<file path="src/rtl/omsp_atom_irq_gate_pkg.sv">
// -----------------------------------------------------------------------------
// omsp_atom_irq_gate_pkg
//
// Shared definitions for the atomic-section interrupt gate:
//   - gate_state_e : 2-bit FSM encoding (IDLE=0, MASKED=1, REQ=2, VIOL=3).
//                    The encoding is fixed because it is exported on the
//                    fsm_state debug port and decoded by other blocks.
//   - default parameter values for the gate (IRQ count, deferral counter
//     width, deferral timeout bound).
//
// Optional feature macro used by the gate: ATOM_LATENCY_STATS_EN.
// -----------------------------------------------------------------------------
package omsp_atom_irq_gate_pkg;

  typedef enum logic [1:0] {
    ST_IDLE   = 2'd0,
    ST_MASKED = 2'd1,
    ST_REQ    = 2'd2,
    ST_VIOL   = 2'd3
  } gate_state_e;

  localparam int NIRQ_DFLT        = 14;
  localparam int DEF_W_DFLT       = 8;
  // Must stay below 2**DEF_W - 1 so the saturating counter can reach it
  // exactly once per deferral.
  localparam int DEFER_BOUND_DFLT = 200;

  // True for states in which the gate presents some request to the frontend.
  function automatic logic is_requesting(input gate_state_e s);
    return (s == ST_REQ) || (s == ST_VIOL);
  endfunction

endpackage

</file>
<file path="src/rtl/omsp_irq_prio_enc.sv">
// -----------------------------------------------------------------------------
// omsp_irq_prio_enc
//
// Parameterised highest-index priority encoder. Bit N-1 of req has the
// highest priority. Purely combinational; reusable by the CPU frontend.
//
// Parameters:
//   N : number of request inputs (>= 2)
//   W : index width, $clog2(N)
// Ports:
//   req   in  [N-1:0]  request vector
//   idx   out [W-1:0]  index of highest set bit (0 when none set)
//   valid out          at least one bit of req is set
// -----------------------------------------------------------------------------
module omsp_irq_prio_enc #(
  parameter int N = 14,
  parameter int W = $clog2(N)
) (
  input  logic [N-1:0] req,
  output logic [W-1:0] idx,
  output logic         valid
);

  // Ascending scan: the last set bit seen overwrites earlier ones, so the
  // highest index wins.
  always_comb begin
    idx   = '0;
    valid = 1'b0;
    for (int i = 0; i < N; i++) begin
      if (req[i]) begin
        idx   = W'(i);
        valid = 1'b1;
      end
    end
  end

endmodule

</file>
<file path="src/rtl/omsp_atom_irq_gate.sv">
// -----------------------------------------------------------------------------
// omsp_atom_irq_gate
//
// Sits between the peripheral IRQ lines and the CPU frontend, downstream of
// the atomicity monitor. Latches IRQ requests while interrupts are masked,
// releases the highest-priority pending IRQ through a req/ack handshake once
// gie is high, measures how long the pending set has been deferred, and
// converts atomicity violations into a dedicated violation request.
//
// Handshakes:
//   irq_req/irq_acc   : irq_req is held high with a stable irq_num until the
//                       cycle irq_acc is sampled high; the request drops on the
//                       next edge. If gie falls before acceptance the request
//                       is withdrawn (irq_num held) and re-issued once gie
//                       returns. irq_acc is only meaningful while irq_req=1.
//   viol_req/viol_ack : viol_req stays high until viol_ack is sampled high;
//                       it can never be masked.
//
// Optional feature (macro ATOM_LATENCY_STATS_EN): max_defer records the
// largest deferral seen. Without the macro max_defer is tied to zero.
//
// Ports:
//   mclk            in   system clock
//   puc_rst         in   synchronous active-high reset
//   irq_in          in   [NIRQ-1:0] level IRQ requests (NIRQ-1 = highest prio)
//   gie             in   effective interrupt enable from atomicity monitor
//   atom_violation  in   single-cycle violation flag from atomicity monitor
//   irq_acc         in   frontend accepts the presented IRQ
//   viol_ack        in   frontend accepts the violation request
//   irq_req         out  maskable IRQ request
//   irq_num         out  index of requested IRQ, stable while irq_req=1
//   viol_req        out  violation request
//   defer_cnt       out  cycles the current pending set has been masked
//   defer_timeout   out  one-cycle pulse when defer_cnt reaches DEFER_BOUND
//   max_defer       out  largest deferral observed (stats build only)
//   fsm_state       out  debug: current FSM state
//   pending         out  debug: latched pending IRQ bits
// -----------------------------------------------------------------------------
module omsp_atom_irq_gate
  import omsp_atom_irq_gate_pkg::*;
#(
  parameter int NIRQ        = NIRQ_DFLT,
  parameter int DEF_W       = DEF_W_DFLT,
  parameter int DEFER_BOUND = DEFER_BOUND_DFLT
) (
  input  logic                    mclk,
  input  logic                    puc_rst,
  input  logic [NIRQ-1:0]         irq_in,
  input  logic                    gie,
  input  logic                    atom_violation,
  input  logic                    irq_acc,
  input  logic                    viol_ack,
  output logic                    irq_req,
  output logic [$clog2(NIRQ)-1:0] irq_num,
  output logic                    viol_req,
  output logic [DEF_W-1:0]        defer_cnt,
  output logic                    defer_timeout,
  output logic [DEF_W-1:0]        max_defer,
  output gate_state_e             fsm_state,
  output logic [NIRQ-1:0]         pending
);

  localparam int               IW    = $clog2(NIRQ);
  localparam logic [DEF_W-1:0] BOUND = DEF_W'(DEFER_BOUND);

  gate_state_e       state_q, state_nxt;
  logic [NIRQ-1:0]   pend_q;
  logic [NIRQ-1:0]   req_vec;
  logic [NIRQ-1:0]   acc_clr;
  logic [IW-1:0]     winner;
  logic              any_req;
  logic [IW-1:0]     num_q;
  logic              load_num;
  logic              accepted;
  logic [DEF_W-1:0]  cnt_q, cnt_nxt;
  logic              tmo_q, tmo_nxt;

  // ---------------------------------------------------------------------------
  // Arbitration: live lines are OR-ed in so a request arriving in IDLE is
  // serviced without first waiting a cycle to be latched.
  // ---------------------------------------------------------------------------
  assign req_vec = pend_q | irq_in;

  omsp_irq_prio_enc #(
    .N (NIRQ),
    .W (IW)
  ) u_prio_enc (
    .req   (req_vec),
    .idx   (winner),
    .valid (any_req)
  );

  // An acceptance coinciding with a violation is not honoured: the violation
  // preempts the transition, so the IRQ must remain pending.
  assign accepted = (state_q == ST_REQ) && irq_acc && !atom_violation;
  assign acc_clr  = accepted ? (NIRQ'(1) << num_q) : '0;

  // ---------------------------------------------------------------------------
  // FSM next state
  // ---------------------------------------------------------------------------
  always_comb begin
    state_nxt = state_q;
    if (atom_violation) begin
      // Also covers VIOL: a repeated violation is absorbed, and it wins over
      // a simultaneous viol_ack.
      state_nxt = ST_VIOL;
    end else begin
      case (state_q)
        ST_IDLE: begin
          if (any_req) state_nxt = gie ? ST_REQ : ST_MASKED;
        end
        ST_MASKED: begin
          if (gie) state_nxt = ST_REQ;
        end
        ST_REQ: begin
          // Acceptance has priority over a simultaneous gie fall.
          if (irq_acc)   state_nxt = ST_IDLE;
          else if (!gie) state_nxt = ST_MASKED;
        end
        ST_VIOL: begin
          if (viol_ack) state_nxt = ST_IDLE;
        end
        default: state_nxt = ST_IDLE;
      endcase
    end
  end

  // irq_num is captured only when entering REQ, so it never re-prioritises
  // while a request is outstanding and is held through MASKED.
  assign load_num = (state_nxt == ST_REQ) && (state_q != ST_REQ);

  // ---------------------------------------------------------------------------
  // Deferral counter: counts cycles spent in MASKED, cleared on entry to REQ
  // or IDLE, frozen otherwise (notably across VIOL).
  // ---------------------------------------------------------------------------
  always_comb begin
    cnt_nxt = cnt_q;
    if ((state_nxt == ST_REQ) || (state_nxt == ST_IDLE)) begin
      cnt_nxt = '0;
    end else if ((state_q == ST_MASKED) && (state_nxt == ST_MASKED) &&
                 (cnt_q != '1)) begin
      cnt_nxt = cnt_q + DEF_W'(1);
    end
  end

  // Fires only on the transition into BOUND; saturation above BOUND means the
  // counter cannot revisit it within one deferral.
  assign tmo_nxt = (cnt_nxt == BOUND) && (cnt_q != BOUND);

  // ---------------------------------------------------------------------------
  // State registers
  // ---------------------------------------------------------------------------
  always_ff @(posedge mclk) begin
    if (puc_rst) begin
      state_q <= ST_IDLE;
      pend_q  <= '0;
      num_q   <= '0;
      cnt_q   <= '0;
      tmo_q   <= 1'b0;
    end else begin
      state_q <= state_nxt;
      // Set wins over clear: a line still high re-latches immediately.
      pend_q  <= (pend_q & ~acc_clr) | irq_in;
      if (load_num) num_q <= winner;
      cnt_q   <= cnt_nxt;
      tmo_q   <= tmo_nxt;
    end
  end

  // ---------------------------------------------------------------------------
  // Optional latency statistics
  // ---------------------------------------------------------------------------
`ifdef ATOM_LATENCY_STATS_EN
  logic [DEF_W-1:0] max_q;
  logic             masked_exit;

  assign masked_exit = (state_q == ST_MASKED) && (state_nxt != ST_MASKED);

  always_ff @(posedge mclk) begin
    if (puc_rst) begin
      max_q <= '0;
    end else if (masked_exit && (cnt_q > max_q)) begin
      max_q <= cnt_q;
    end
  end

  assign max_defer = max_q;
`else
  assign max_defer = '0;
`endif

  // ---------------------------------------------------------------------------
  // Outputs: all decoded directly from registers.
  // ---------------------------------------------------------------------------
  assign irq_req       = is_requesting(state_q) && (state_q == ST_REQ);
  assign viol_req      = (state_q == ST_VIOL);
  assign irq_num       = num_q;
  assign defer_cnt     = cnt_q;
  assign defer_timeout = tmo_q;
  assign fsm_state     = state_q;
  assign pending       = pend_q;

endmodule

</file>
<file path="config.mk">
export PLATFORM = sky130hd
export DESIGN_NAME = omsp_atom_irq_gate
export DESIGN_NICKNAME = d
export VERILOG_FILES = /design/src/rtl/omsp_atom_irq_gate_pkg.sv /design/src/rtl/omsp_irq_prio_enc.sv /design/src/rtl/omsp_atom_irq_gate.sv
export SDC_FILE = /design/constraint.sdc
export NUM_CORES = 1
export LEC_CHECK = 0
export CORE_UTILIZATION = 48
export CTS_BUF_LIST = sky130_fd_sc_hd__clkbuf_8 sky130_fd_sc_hd__clkbuf_16
export CTS_CLUSTER_DIAMETER = 60
export DETAILED_ROUTE_END_ITERATION = 8
export GPL_ROUTABILITY_DRIVEN = 0
export PLACE_DENSITY = 0.91
export SKIP_LAST_GASP = 1
export SLEW_MARGIN = 20
export SYNTH_ARGS = -nofsm -noshare
export SYNTH_HDL_FRONTEND = slang
export SYNTH_HIERARCHICAL = 1
export SYNTH_SLANG_ARGS = --single-unit
</file>
<file path="constraint.sdc">
create_clock -name mclk -period 4.3 [get_ports mclk]
set_input_delay 1.29 -clock mclk [delete_from_list [all_inputs] [get_ports mclk]]
set_output_delay 1.29 -clock mclk [all_outputs]
set_load 0.01 [all_outputs]
</file>
==> results of run 1 <==
-- routing by layer --
layer,GRT usage,up-vias
li1,-,829
met4,0.1461,0
met3,0.05544,15
met5,0,-
met1,0.3118,733
met2,0.3689,99
-- worst max-delay path: stages --
cell and delay [ns]:
sky130_fd_sc_hd__clkdlybuf4s50_1 0.48, sky130_fd_sc_hd__or2_2 0.14, sky130_fd_sc_hd__nor2_1 0.06, sky130_fd_sc_hd__nand2_1 0.10, sky130_fd_sc_hd__nor3_2 0.05, sky130_fd_sc_hd__nand4_1 0.09, sky130_fd_sc_hd__nor2_1 0.05, sky130_fd_sc_hd__o22a_1 0.20
sky130_fd_sc_hd__o21a_1 0.20, sky130_fd_sc_hd__or2_0 0.32, sky130_fd_sc_hd__or3_1 0.44, sky130_fd_sc_hd__nor4_2 0.28
-- per-stage QoR --
step           setup WS (ns)  hold WS, ns  instances  cell area (µm²)
6_report              0.8046       0.4986        316             2207
3_3_place_gp          0.6192       0.4667        308             2125
2_1_floorplan          1.196       0.5005        232             1664
5_1_grt               0.6257       0.5272        316             2207
4_1_cts               0.7972       0.5057        316             2207
3_5_place_dp          0.4954       0.4941        308             2125
-- sequential cells by signal, summed over array words and instances (netlist names) --
signal	count
pending	14
defer_cnt	8
irq_num	4
fsm_state	2
defer_timeout	1
-- final cells by class --
class / count / share of cell area
Multi-Input combinational cell: 170 / 0.4206
Clock buffer: 5 / 0.03118
Clock inverter: 3 / 0.006236
Inverter: 14 / 0.02381
Tap cell: 44 / 0.02494
Sequential cell: 29 / 0.2630
Timing Repair Buffer: 51 / 0.2302
-- layout by cell type, fill, tap and decap left out, drive strengths merged, types with 3 or more instances in the layout --
cell type and n:
xnor2 3, inv 15, nand2 21, conb 8, a21oi 21, clkdlybuf4s50 50, nor3 6, and2 3
mux2i 3, dfxtp 29, nand3 13, o21ai 9, nand4 5, nand2b 3, clkbuf 5, nor2b 4
nor2 33, or2 15
-- logic make-up after synthesis --
kind of cell,Yosys count,synth area share
AO/OA/AOI/OAI,41,0.1459
multiplexers,3,0.01834
AND/OR/NAND/NOR,111,0.3423
XOR/XNOR,5,0.02674
other,1,0.002290
flip-flops,29,0.3545
buffers and inverters,33,0.09473
adder cells (fa/ha/maj),2,0.01528
-- power by group through the flow --
stage	Clock (W)	Combinational, W	Sequential [W]
2_1_floorplan	0	0.0000555	0.000303
3_5_place_dp	0	0.000111	0.000300
6_report	0.000213	0.000112	0.000295
3_3_place_gp	0	0.000108	0.000300
5_1_grt	0.000229	0.000122	0.000296
4_1_cts	0.000213	0.000112	0.000295
-- final timing paths --
check        cells past startpoint                  endpoint
max                             12  defer_timeout$_SDFF_PP0_
min                              2   irq_num[3]$_SDFFE_PP0P_
max reg2reg                     11  defer_timeout$_SDFF_PP0_
min reg2reg                      2   irq_num[3]$_SDFFE_PP0P_
==> summary.log, run 1 <==
[run_status] status finished, final reports clean
[final_layout] NumNets Final 293
[timing] Worst-Margin Slew 0.5488 ns
[hold_path] hold path start irq_num[3]$_SDFFE_PP0P_
[drt] first-iteration detailed-routing DRC count 103
[global_route] overall global routing resource usage 0.2419
[floorplanning] total number of placement rows 20
[timing] final hold violations 0
[power] post-route total power 0.0006194 W
[global_route] wire length of the first global-routing pass 6410 µm
[final_layout] number of filler instances in the final layout 260
[power] fraction of power spent switching nets 0.2714
[job] max-capacitance violation count 0
[synthesis] synth top area cells sky130_fd_sc_hd__dfxtp_1 35%, sky130_fd_sc_hd__nor2_1 7.6%, sky130_fd_sc_hd__a21oi_1 6.1%
[global_route] vias in the first global route 1468
[power] cell area power density 280.6 mW/mm²
[drt] vias post-DR 1676
[drt] number of iterations in the first detailed-routing pass 4
[final_layout] signed area change from the synthesized netlist to the final layout 34.76%
[drt] number of vias per cell after detailed routing 5.304
[drt] routed length on met2 1893 µm
[final_layout] number of antenna diodes 0
[clock_network] cts repair resizes 0
[setup_path] crit path max fanout 7
[clock_network] buffer levels on the longest clock path 2
[synthesis] number of library cell types mapped by synthesis 44
[synthesis] most frequent cell after synthesis sky130_fd_sc_hd__nor2_1
[final_layout] fraction of final layout cells with drive strength greater than 1 0.09926
[clock_network] clock latency of the later-clocked register in the worst-skew pair 0.28 ns
[power] worst-case vdd ir drop 0.1644 mV
[setup_path] FF-to-FF setup slack 1.94 ns
[setup_path] Critical Path Start Type input port
[drt] met1 layer wirelength in the final routing 1848 µm
[clock_network] number of hold buffers added after CTS 0
[floorplanning] Std-Cell Core Area 0.003153 mm²
[clock_network] clock tree from TritonCTS done
[synthesis] Synth area leader sky130_fd_sc_hd__dfxtp_1
[floorplanning] effective utilization at floorplan 0.5194
[clock_network] number of buffers created by CTS 5
[global_route] final global-route overflow total 0
[place] post-DP HPWL 3110 µm
[synthesis] Synth Warn # 6
[power] Switching Power 0.0001681 W
[final_layout] Post-Route Utilization 0.7000
[final_layout] area used by sequential logic in the layout 580.6 µm²
[clock_network] Clock Pin Slew Worst Setup and Hold Paths 0.06 ns
[synthesis] number of synthesized register bits 29
[power] combinational power share 0.181
[timing] final total negative setup slack 0 ns
[timing] setup repair after global routing missed its margin false
[global_route] antenna violations before repair 0
[setup_path] category of the most critical setup path in -> reg
[synthesis] leading cell types by count after synthesis 33 x sky130_fd_sc_hd__nor2_1, 29 x sky130_fd_sc_hd__dfxtp_1, 21 x sky130_fd_sc_hd__nand2_1
[drt] Post-DRT Antenna Nets 0
[synthesis] Async S/R FF share, synth 0
[setup_path] critical path data required time 4.49 ns
[drt] count of unresolved DRC violations after routing 0
[clock_network] count of H-tree levels built during CTS 2
[synthesis] area of the mapped netlist 0.001638 mm²
[power] static leakage 0.8481 nW
[timing] Layout Skew 0.006782 ns
[timing] number of setup violations in the final report 0
[synthesis] main flop type after synthesis sky130_fd_sc_hd__dfxtp_1
[clock_network] setup repair bufs after CTS 0
[setup_path] endpoint kind of the worst setup timing path flop
[floorplanning] I/O Pins 59
[power] fraction of power consumed by sequential logic 0.476
[drt] top layer in use met4
[setup_path] critical path arrival 3.69 ns
[global_route] largest net degree at the start of global routing 23
[timing] final worst-path cycle share 0.8129
[timing] final worst path period need 3.495 ns
[synthesis] sequential area share after synthesis 0.3545
[timing] slew margin rel. 0.6334
[place] count of input and output buffers 50
[synthesis] Synth Instances 225
[floorplanning] Die Span Y 60.42 µm
[timing] maximum achievable frequency 286.1 MHz
[clock_network] clock tree root buffer cell sky130_fd_sc_hd__clkbuf_8
[synthesis] Post-synth EDFFs 0
[power] relative contribution of the clock network to total power 0.343
[setup_path] origin of the worst setup path irq_in[8]
[drt] detailed-route wire length per cell 13.28 µm
[clock_network] sink count of the clock tree 29
[setup_path] critical register-to-register path startpoint pending[8]$_SDFF_PP0_
[synthesis] top cell type's share of synthesized area 0.3545
[final_layout] multi-input gate area in the final layout 928.4 µm²
[drt] routed length on met3 317 µm
[hold_path] class of the tightest hold or removal check reg -> reg
[floorplanning] horizontal die dimension 60.42 µm
[timing] number of pins with negative max-slew slack in the final report 0
[floorplanning] area of the die 0.003650 mm²
[drt] Detailed Route WL 4196 µm
[synthesis] synthesized area divided by synthesized cell count 7.279 µm²
[power] internal power summed over all cells 0.0004513 W
No activity file was read; power rests on OpenSTA's default activity.
==> inputs of run 2 (changes only) <==
--- a/config.mk
+++ b/config.mk
@@ -5,12 +5,12 @@
 export SDC_FILE = /design/constraint.sdc
 export NUM_CORES = 1
 export LEC_CHECK = 0
-export CORE_UTILIZATION = 48
+export CORE_UTILIZATION = 40
 export CTS_BUF_LIST = sky130_fd_sc_hd__clkbuf_8 sky130_fd_sc_hd__clkbuf_16
 export CTS_CLUSTER_DIAMETER = 60
 export DETAILED_ROUTE_END_ITERATION = 8
 export GPL_ROUTABILITY_DRIVEN = 0
-export PLACE_DENSITY = 0.91
+export PLACE_DENSITY = 0.82
 export SKIP_LAST_GASP = 1
 export SLEW_MARGIN = 20
 export SYNTH_ARGS = -nofsm -noshare
==> constraint.sdc (replaced) <==
create_clock -name mclk -period 3.1 [get_ports mclk]
set_input_delay 0.93 -clock mclk [delete_from_list [all_inputs] [get_ports mclk]]
set_output_delay 0.93 -clock mclk [all_outputs]
set_load 0.01 [all_outputs]
==> summary.log, run 2 (synthesized netlist as in run 1, its figures left out) <==
[final_layout] signed area change from the synthesized netlist to the final layout 41.48%
[clock_network] count of H-tree levels built during CTS 2 [unchanged]
[run_status] status finished, final reports clean
[timing] final hold violations 0 [unchanged]
[final_layout] flip-flop count of the largest register after layout 14 [unchanged]
[final_layout] number of antenna diodes 0 [unchanged]
[final_layout] most common library cell in the layout ignoring fill and taps sky130_fd_sc_hd__clkdlybuf4s50_1
[setup_path] worst flop-to-flop path endpoint defer_timeout$_SDFF_PP0_
[drt] vias post-DR 1639 [-2.2%]
[clock_network] sink count of the clock tree 29 [unchanged]
[global_route] overall global routing resource usage 0.1975 [-0.04432]
[power] cell area power density 378.7 mW/mm² [+35%]
[clock_network] clock tree from TritonCTS done
[setup_path] cell depth of the worst flop-to-flop path 11 [unchanged]
[timing] setup repair after global routing missed its margin false
[floorplanning] Die Span Y 65.99 µm [+9.2%]
[timing] final worst-path cycle share 0.9614
[final_layout] number of filler instances in the final layout 347 [+33%]
[job] max-capacitance violation count 0 [unchanged]
[drt] first-iteration detailed-routing DRC count 75 [-27%]
[power] post-route total power 0.0008775 W [+42%]
[clock_network] number of buffers created by CTS 5 [unchanged]
[floorplanning] I/O Pins 59 [unchanged]
[global_route] final global-route overflow total 0 [unchanged]
[drt] number of iterations in the first detailed-routing pass 4 [unchanged]
[final_layout] Finished Layout Cells 331 [+4.7%]
[drt] count of unresolved DRC violations after routing 0 [unchanged]
[hold_path] worst hold path endpoint pending[3]$_SDFF_PP0_
[timing] number of pins with negative max-slew slack in the final report 0 [unchanged]
[setup_path] endpoint kind of the worst setup timing path flop
[clock_network] setup repair bufs after CTS 0 [unchanged]
[floorplanning] Std-Cell Core Area 0.003799 mm² [+20%]
[power] static leakage 0.9047 nW [+6.7%]
[clock_network] clock latency of the later-clocked register in the worst-skew pair 0.27 ns [about the same]
[timing] maximum achievable frequency 335.5 MHz
[setup_path] category of the most critical setup path in -> reg
[global_route] antenna violations before repair 0 [unchanged]
[power] combinational power share 0.191 [+0.010]
[setup_path] origin of the worst setup path irq_in[8]
[clock_network] Clock Pin Slew Worst Setup and Hold Paths 0.06 ns [about the same]
[timing] final worst path period need 2.980 ns
[place] post-DP HPWL 3145 µm [+1.1%]
[power] fraction of power consumed by sequential logic 0.465 [-0.011]
[final_layout] multi-input gate area in the final layout 939.7 µm² [+1.2%]
[floorplanning] total number of placement rows 22 [+10%]
[drt] Post-DRT Antenna Nets 0 [unchanged]
[final_layout] area used by sequential logic in the layout 580.6 µm² [unchanged]
[setup_path] critical path arrival 3.17 ns [-0.52 ns]
[drt] Detailed Route WL 4044 µm [-3.6%]
[setup_path] critical path data required time 3.28 ns [-1.21 ns]
[drt] detailed-route wire length per cell 12.22 µm [-8.0%]
[place] count of input and output buffers 50 [unchanged]
[floorplanning] horizontal die dimension 65.99 µm [+9.2%]
[setup_path] crit path max fanout 3 [-4]
[hold_path] class of the tightest hold or removal check reg -> reg
[global_route] vias in the first global route 1507 [+2.7%]
[final_layout] leading cell types in the layout, fill and taps excluded 50 x sky130_fd_sc_hd__clkdlybuf4s50_1, 31 x sky130_fd_sc_hd__nor2_1, 29 x sky130_fd_sc_hd__dfxtp_1
[floorplanning] effective utilization at floorplan 0.4312 [-0.08829]
[setup_path] FF-to-FF setup slack 0.89 ns [-1.05 ns]
[drt] number of vias per cell after detailed routing 4.952 [-6.6%]
[final_layout] NumNets Final 305 [+4.1%]
[final_layout] Post-Route Utilization 0.6100 [-0.08999]
[global_route] largest net degree at the start of global routing 22 [-4.3%]
[final_layout] fraction of final layout cells with drive strength greater than 1 0.1449 [+0.04561]
[power] Switching Power 0.0002210 W [+31%]
[timing] Layout Skew 0.005805 ns [-0.0009770 ns]
[power] relative contribution of the clock network to total power 0.344 [about the same]
[hold_path] hold path start pending[3]$_SDFF_PP0_
[place] number of placed instances, taps included 324 [+5.2%]
[setup_path] Critical Path Start Type input port
[timing] number of setup violations in the final report 0 [unchanged]
[clock_network] buffer levels on the longest clock path 2 [unchanged]
[power] worst-case vdd ir drop 0.2315 mV [+41%]
[hold_path] number of cells on the worst hold path 2 [unchanged]
[clock_network] clock tree root buffer cell sky130_fd_sc_hd__clkbuf_8
[power] internal power summed over all cells 0.0006565 W [+45%]
[floorplanning] area of the die 0.004355 mm² [+19%]
[global_route] wire length of the first global-routing pass 6479 µm [+1.1%]
[power] fraction of power spent switching nets 0.2519 [-0.01955]
[setup_path] critical register-to-register path startpoint pending[10]$_SDFF_PP0_
[run 2: cell count changes in the layout (fill, tap and decap cells not counted), sizes merged]
cell / change
clkbuf: +1
clkinv: -2
buf: +12
[run 2: worst max path at each step]
| stage | depth (start not counted) | endpoint |
|---|---|---|
| floorplan | 12 | defer_timeout$_SDFF_PP0_ |
| global placement | 11 | defer_timeout$_SDFF_PP0_ |
| detailed placement | 12 | defer_timeout$_SDFF_PP0_ |
| CTS | 12 | defer_timeout$_SDFF_PP0_ |
| global route | 12 | defer_timeout$_SDFF_PP0_ |
| finish | 12 | defer_timeout$_SDFF_PP0_ |
[run 2: layer usage]
metal  up-vias  routed length, µm  global-route usage
met4         0                 57             0.08511
met3         6                218             0.05690
met1       739               1942              0.2479
li1        846                  -                   -
met2        48               1826              0.3125
met5         -                  0                   0
[run 2: power groups by stage]
stage                     Sequential, W  Combinational [W]  Clock (W)
after floorplan                0.000420          0.0000770          0
after global placement         0.000416           0.000163          0
after detailed placement       0.000416           0.000165          0
after CTS                      0.000408           0.000166   0.000307
after global routing           0.000410           0.000182   0.000331
final                          0.000408           0.000168   0.000301
[run 2: through the flow]
stage	setup WS, ns	cell area, µm²	setup TNS (ns)	hold slack [ns]
2_1_floorplan	0.3565	1664	0	0.5005
3_3_place_gp	-0.09366	2220	-0.1404	0.4711
3_5_place_dp	-0.1640	2220	-0.2834	0.4835
4_1_cts	0.1141	2306	0	0.4913
5_1_grt	0.0004188	2317	0	0.5123
6_report	0.1197	2317	0	0.4869
[run 2: layout make-up]
type,count,share of cell area
Sequential cell,29,0.2505
Clock inverter,1,0.001620
Multi-Input combinational cell,170,0.4055
Timing Repair Buffer,63,0.2581
Clock buffer,6,0.03564
Inverter,14,0.02268
Tap cell,48,0.02592
[run 2: critical path: stages]
cell and delay [ns]:
sky130_fd_sc_hd__clkdlybuf4s50_1 0.47, sky130_fd_sc_hd__or2_2 0.14, sky130_fd_sc_hd__nor2_2 0.05, sky130_fd_sc_hd__nand2_1 0.10, sky130_fd_sc_hd__nor3_2 0.05, sky130_fd_sc_hd__nand4_1 0.09
sky130_fd_sc_hd__nor2_1 0.06, sky130_fd_sc_hd__o22a_1 0.19, sky130_fd_sc_hd__o21a_1 0.20, sky130_fd_sc_hd__or2_0 0.22, sky130_fd_sc_hd__or3_1 0.40, sky130_fd_sc_hd__nor4_2 0.26
[run 2: what timing repair did]
action | 4_1_cts | 5_1_grt
hold buffers | 0 | 0
resized for setup | 0 | 3
endpoints found under the hold margin | 0 | 0
endpoints found under the setup margin | 0 | 1
==> inputs of run 3 (changes only) <==
--- a/config.mk
+++ b/config.mk
@@ -10,7 +10,7 @@
 export CTS_CLUSTER_DIAMETER = 60
 export DETAILED_ROUTE_END_ITERATION = 8
 export GPL_ROUTABILITY_DRIVEN = 0
-export PLACE_DENSITY = 0.82
+export PLACE_DENSITY = 0.84
 export SKIP_LAST_GASP = 1
 export SLEW_MARGIN = 20
 export SYNTH_ARGS = -nofsm -noshare
==> summary.log, run 3 (synthesized netlist as in run 1, its figures left out) <==
[final_layout] NumNets Final 303 [-0.66%]
[timing] final worst-path cycle share 0.9647 [+0.003321]
[global_route] wire length of the first global-routing pass 6527 µm [+0.74%]
[global_route] busiest layer in global routing met2
[timing] number of pins with negative max-slew slack in the final report 0 [unchanged]
[clock_network] count of H-tree levels built during CTS 2 [unchanged]
[drt] detailed-route wire length per cell 12.16 µm [-0.47%]
[timing] final hold violations 0 [unchanged]
[floorplanning] horizontal die dimension 65.99 µm [unchanged]
[final_layout] number of antenna diodes 0 [unchanged]
[final_layout] fraction of final layout cells with drive strength greater than 1 0.1418 [-0.003032]
[drt] Post-DRT Antenna Nets 0 [unchanged]
[global_route] final global-route overflow total 0 [unchanged]
[clock_network] clock latency of the later-clocked register in the worst-skew pair 0.27 ns [about the same]
[final_layout] flip-flop count of the largest register after layout 14 [unchanged]
[drt] number of vias per cell after detailed routing 4.939 [-0.25%]
[clock_network] cts repair resizes 0 [unchanged]
[floorplanning] area of the die 0.004355 mm² [unchanged]
[final_layout] leading cell types in the layout, fill and taps excluded 50 x sky130_fd_sc_hd__clkdlybuf4s50_1, 30 x sky130_fd_sc_hd__nor2_1, 29 x sky130_fd_sc_hd__dfxtp_1
[clock_network] sink count of the clock tree 29 [unchanged]
[drt] Detailed Route WL 4013 µm [-0.77%]
[timing] PnR worst setup slack 0.1094 ns [-0.01029 ns]
[run_status] status finished, final reports clean
[clock_network] clock tree root buffer cell sky130_fd_sc_hd__clkbuf_8
[final_layout] most common library cell in the layout ignoring fill and taps sky130_fd_sc_hd__clkdlybuf4s50_1
[hold_path] hold path start irq_num[3]$_SDFFE_PP0P_
[setup_path] origin of the worst setup path irq_in[10]
[timing] number of setup violations in the final report 0 [unchanged]
[setup_path] Critical Path Start Type input port
[global_route] met3 usage 0.05000 [-0.006897]
[clock_network] setup repair bufs after CTS 0 [unchanged]
[place] worst slack, placed -0.1872 ns [-0.02312 ns]
[global_route] overall global routing resource usage 0.2009 [+0.003400]
[setup_path] FF-to-FF setup slack 0.88 ns [about the same]
[setup_path] endpoint kind of the worst setup timing path flop
[drt] vias post-DR 1630 [-0.55%]
[global_route] global routing usage on met1 0.2660 [+0.01807]
[clock_network] Clock Pin Slew Worst Setup and Hold Paths 0.06 ns [about the same]
[drt] first-iteration detailed-routing DRC count 102 [+36%]
[floorplanning] effective utilization at floorplan 0.4312 [unchanged]
[power] cell area power density 372.4 mW/mm² [-1.7%]
[clock_network] buffer levels on the longest clock path 2 [unchanged]
[power] static leakage 0.9003 nW [-0.49%]
[timing] final worst path period need 2.991 ns [+0.01029 ns]
[setup_path] crit path max fanout 3 [unchanged]
[floorplanning] Std-Cell Core Area 0.003799 mm² [unchanged]
[setup_path] category of the most critical setup path in -> reg
[final_layout] number of filler instances in the final layout 341 [-1.7%]
[global_route] met2 track demand over resource 0.3023 [-0.01020]
[place] post-DP HPWL 3001 µm [-4.6%]
[setup_path] critical register-to-register path startpoint pending[9]$_SDFF_PP0_
[clock_network] number of hold buffers added after CTS 0 [unchanged]
[clock_network] clock tree from TritonCTS done
[drt] count of unresolved DRC violations after routing 0 [unchanged]
[job] max-capacitance violation count 0 [unchanged]
[floorplanning] Die Span Y 65.99 µm [unchanged]
[timing] maximum achievable frequency 334.4 MHz [-0.34%]
[floorplanning] total number of placement rows 22 [unchanged]
[floorplanning] I/O Pins 59 [unchanged]
[clock_network] number of buffers created by CTS 5 [unchanged]
[setup_path] critical path data required time 3.29 ns [about the same]
[global_route] antenna violations before repair 0 [unchanged]
[timing] final total negative setup slack 0 ns [unchanged]
[setup_path] critical path arrival 3.18 ns [about the same]
[final_layout] signed area change from the synthesized netlist to the final layout 40.64%
[global_route] largest net degree at the start of global routing 22 [unchanged]
[hold_path] class of the tightest hold or removal check reg -> reg
[place] count of input and output buffers 50 [unchanged]
[timing] Layout Skew 0.002314 ns [-0.003491 ns]
[drt] number of iterations in the first detailed-routing pass 4 [unchanged]
[global_route] vias in the first global route 1448 [-3.9%]
[power] worst-case vdd ir drop 0.2592 mV [+12%]
==> run 3: cell count changes in the layout (fill, tap and decap cells not counted) <==
cell and change:
sky130_fd_sc_hd__nor2_2 +1, sky130_fd_sc_hd__nor2_1 -1, sky130_fd_sc_hd__or3_1 -1, sky130_fd_sc_hd__buf_4 -2
sky130_fd_sc_hd__or3_4 +1, sky130_fd_sc_hd__inv_1 +2, sky130_fd_sc_hd__clkbuf_8 -1
==> run 3: cell type report <==
type                       instances  area (µm²)  area share
timing repair buffer              61       583.1      0.2531
multi-input combinational        170       947.2      0.4112
tap                               48       60.06     0.02607
inverter                          14       52.55     0.02281
clock inverter                     3       11.26    0.004889
clock buffer                       5       68.82     0.02988
sequential                        29       580.6      0.2520
==> run 3: final timing paths <==
check                             endpoint  cells past startpoint
hold / removal     irq_num[3]$_SDFFE_PP0P_                      2
hold reg to reg    irq_num[3]$_SDFFE_PP0P_                      2
setup reg to reg  defer_timeout$_SDFF_PP0_                     11
setup / recovery  defer_timeout$_SDFF_PP0_                     12
==> run 3: where the power goes <==
group | switching, W | total, W | internal (W)
combinational | 0.0000748 | 0.000168 | 0.0000928
sequential | 0.0000172 | 0.000408 | 0.000391
clock | 0.000133 | 0.000282 | 0.000149
==> run 3: critical path, cell delays in order <==
cell and delay, ns:
sky130_fd_sc_hd__clkdlybuf4s50_1 0.47, sky130_fd_sc_hd__or2_2 0.13, sky130_fd_sc_hd__nor2_2 0.05, sky130_fd_sc_hd__nand2_1 0.08
sky130_fd_sc_hd__nor3_2 0.05, sky130_fd_sc_hd__nand4_1 0.12, sky130_fd_sc_hd__nor2_2 0.05, sky130_fd_sc_hd__o22a_1 0.20
sky130_fd_sc_hd__o21a_1 0.20, sky130_fd_sc_hd__or2_0 0.24, sky130_fd_sc_hd__or3_4 0.40, sky130_fd_sc_hd__nor4_2 0.26
==> run 3: metrics by stage <==
| step | cell area [µm²] | util | std cells | total power, W | hold slack, ns |
|---|---|---|---|---|---|
| 3_3_place_gp | 2205 | 0.5804 | 322 | 0.0005781 | 0.4716 |
| 5_1_grt | 2303 | 0.6064 | 330 | 0.0009113 | 0.5213 |
| 6_report | 2303 | 0.6064 | 330 | 0.0008577 | 0.4970 |
| 4_1_cts | 2285 | 0.6014 | 330 | 0.0008646 | 0.5014 |
| 2_1_floorplan | 1664 | - | 232 | 0.0004972 | 0.5005 |
| 3_5_place_dp | 2205 | 0.5804 | 322 | 0.0005807 | 0.4905 |
==> run 3: metal layers <==
layer,vias up,routed length [µm]
met5,-,0
met1,712,1906
met3,6,287
met4,0,79
met2,63,1739
li1,849,-
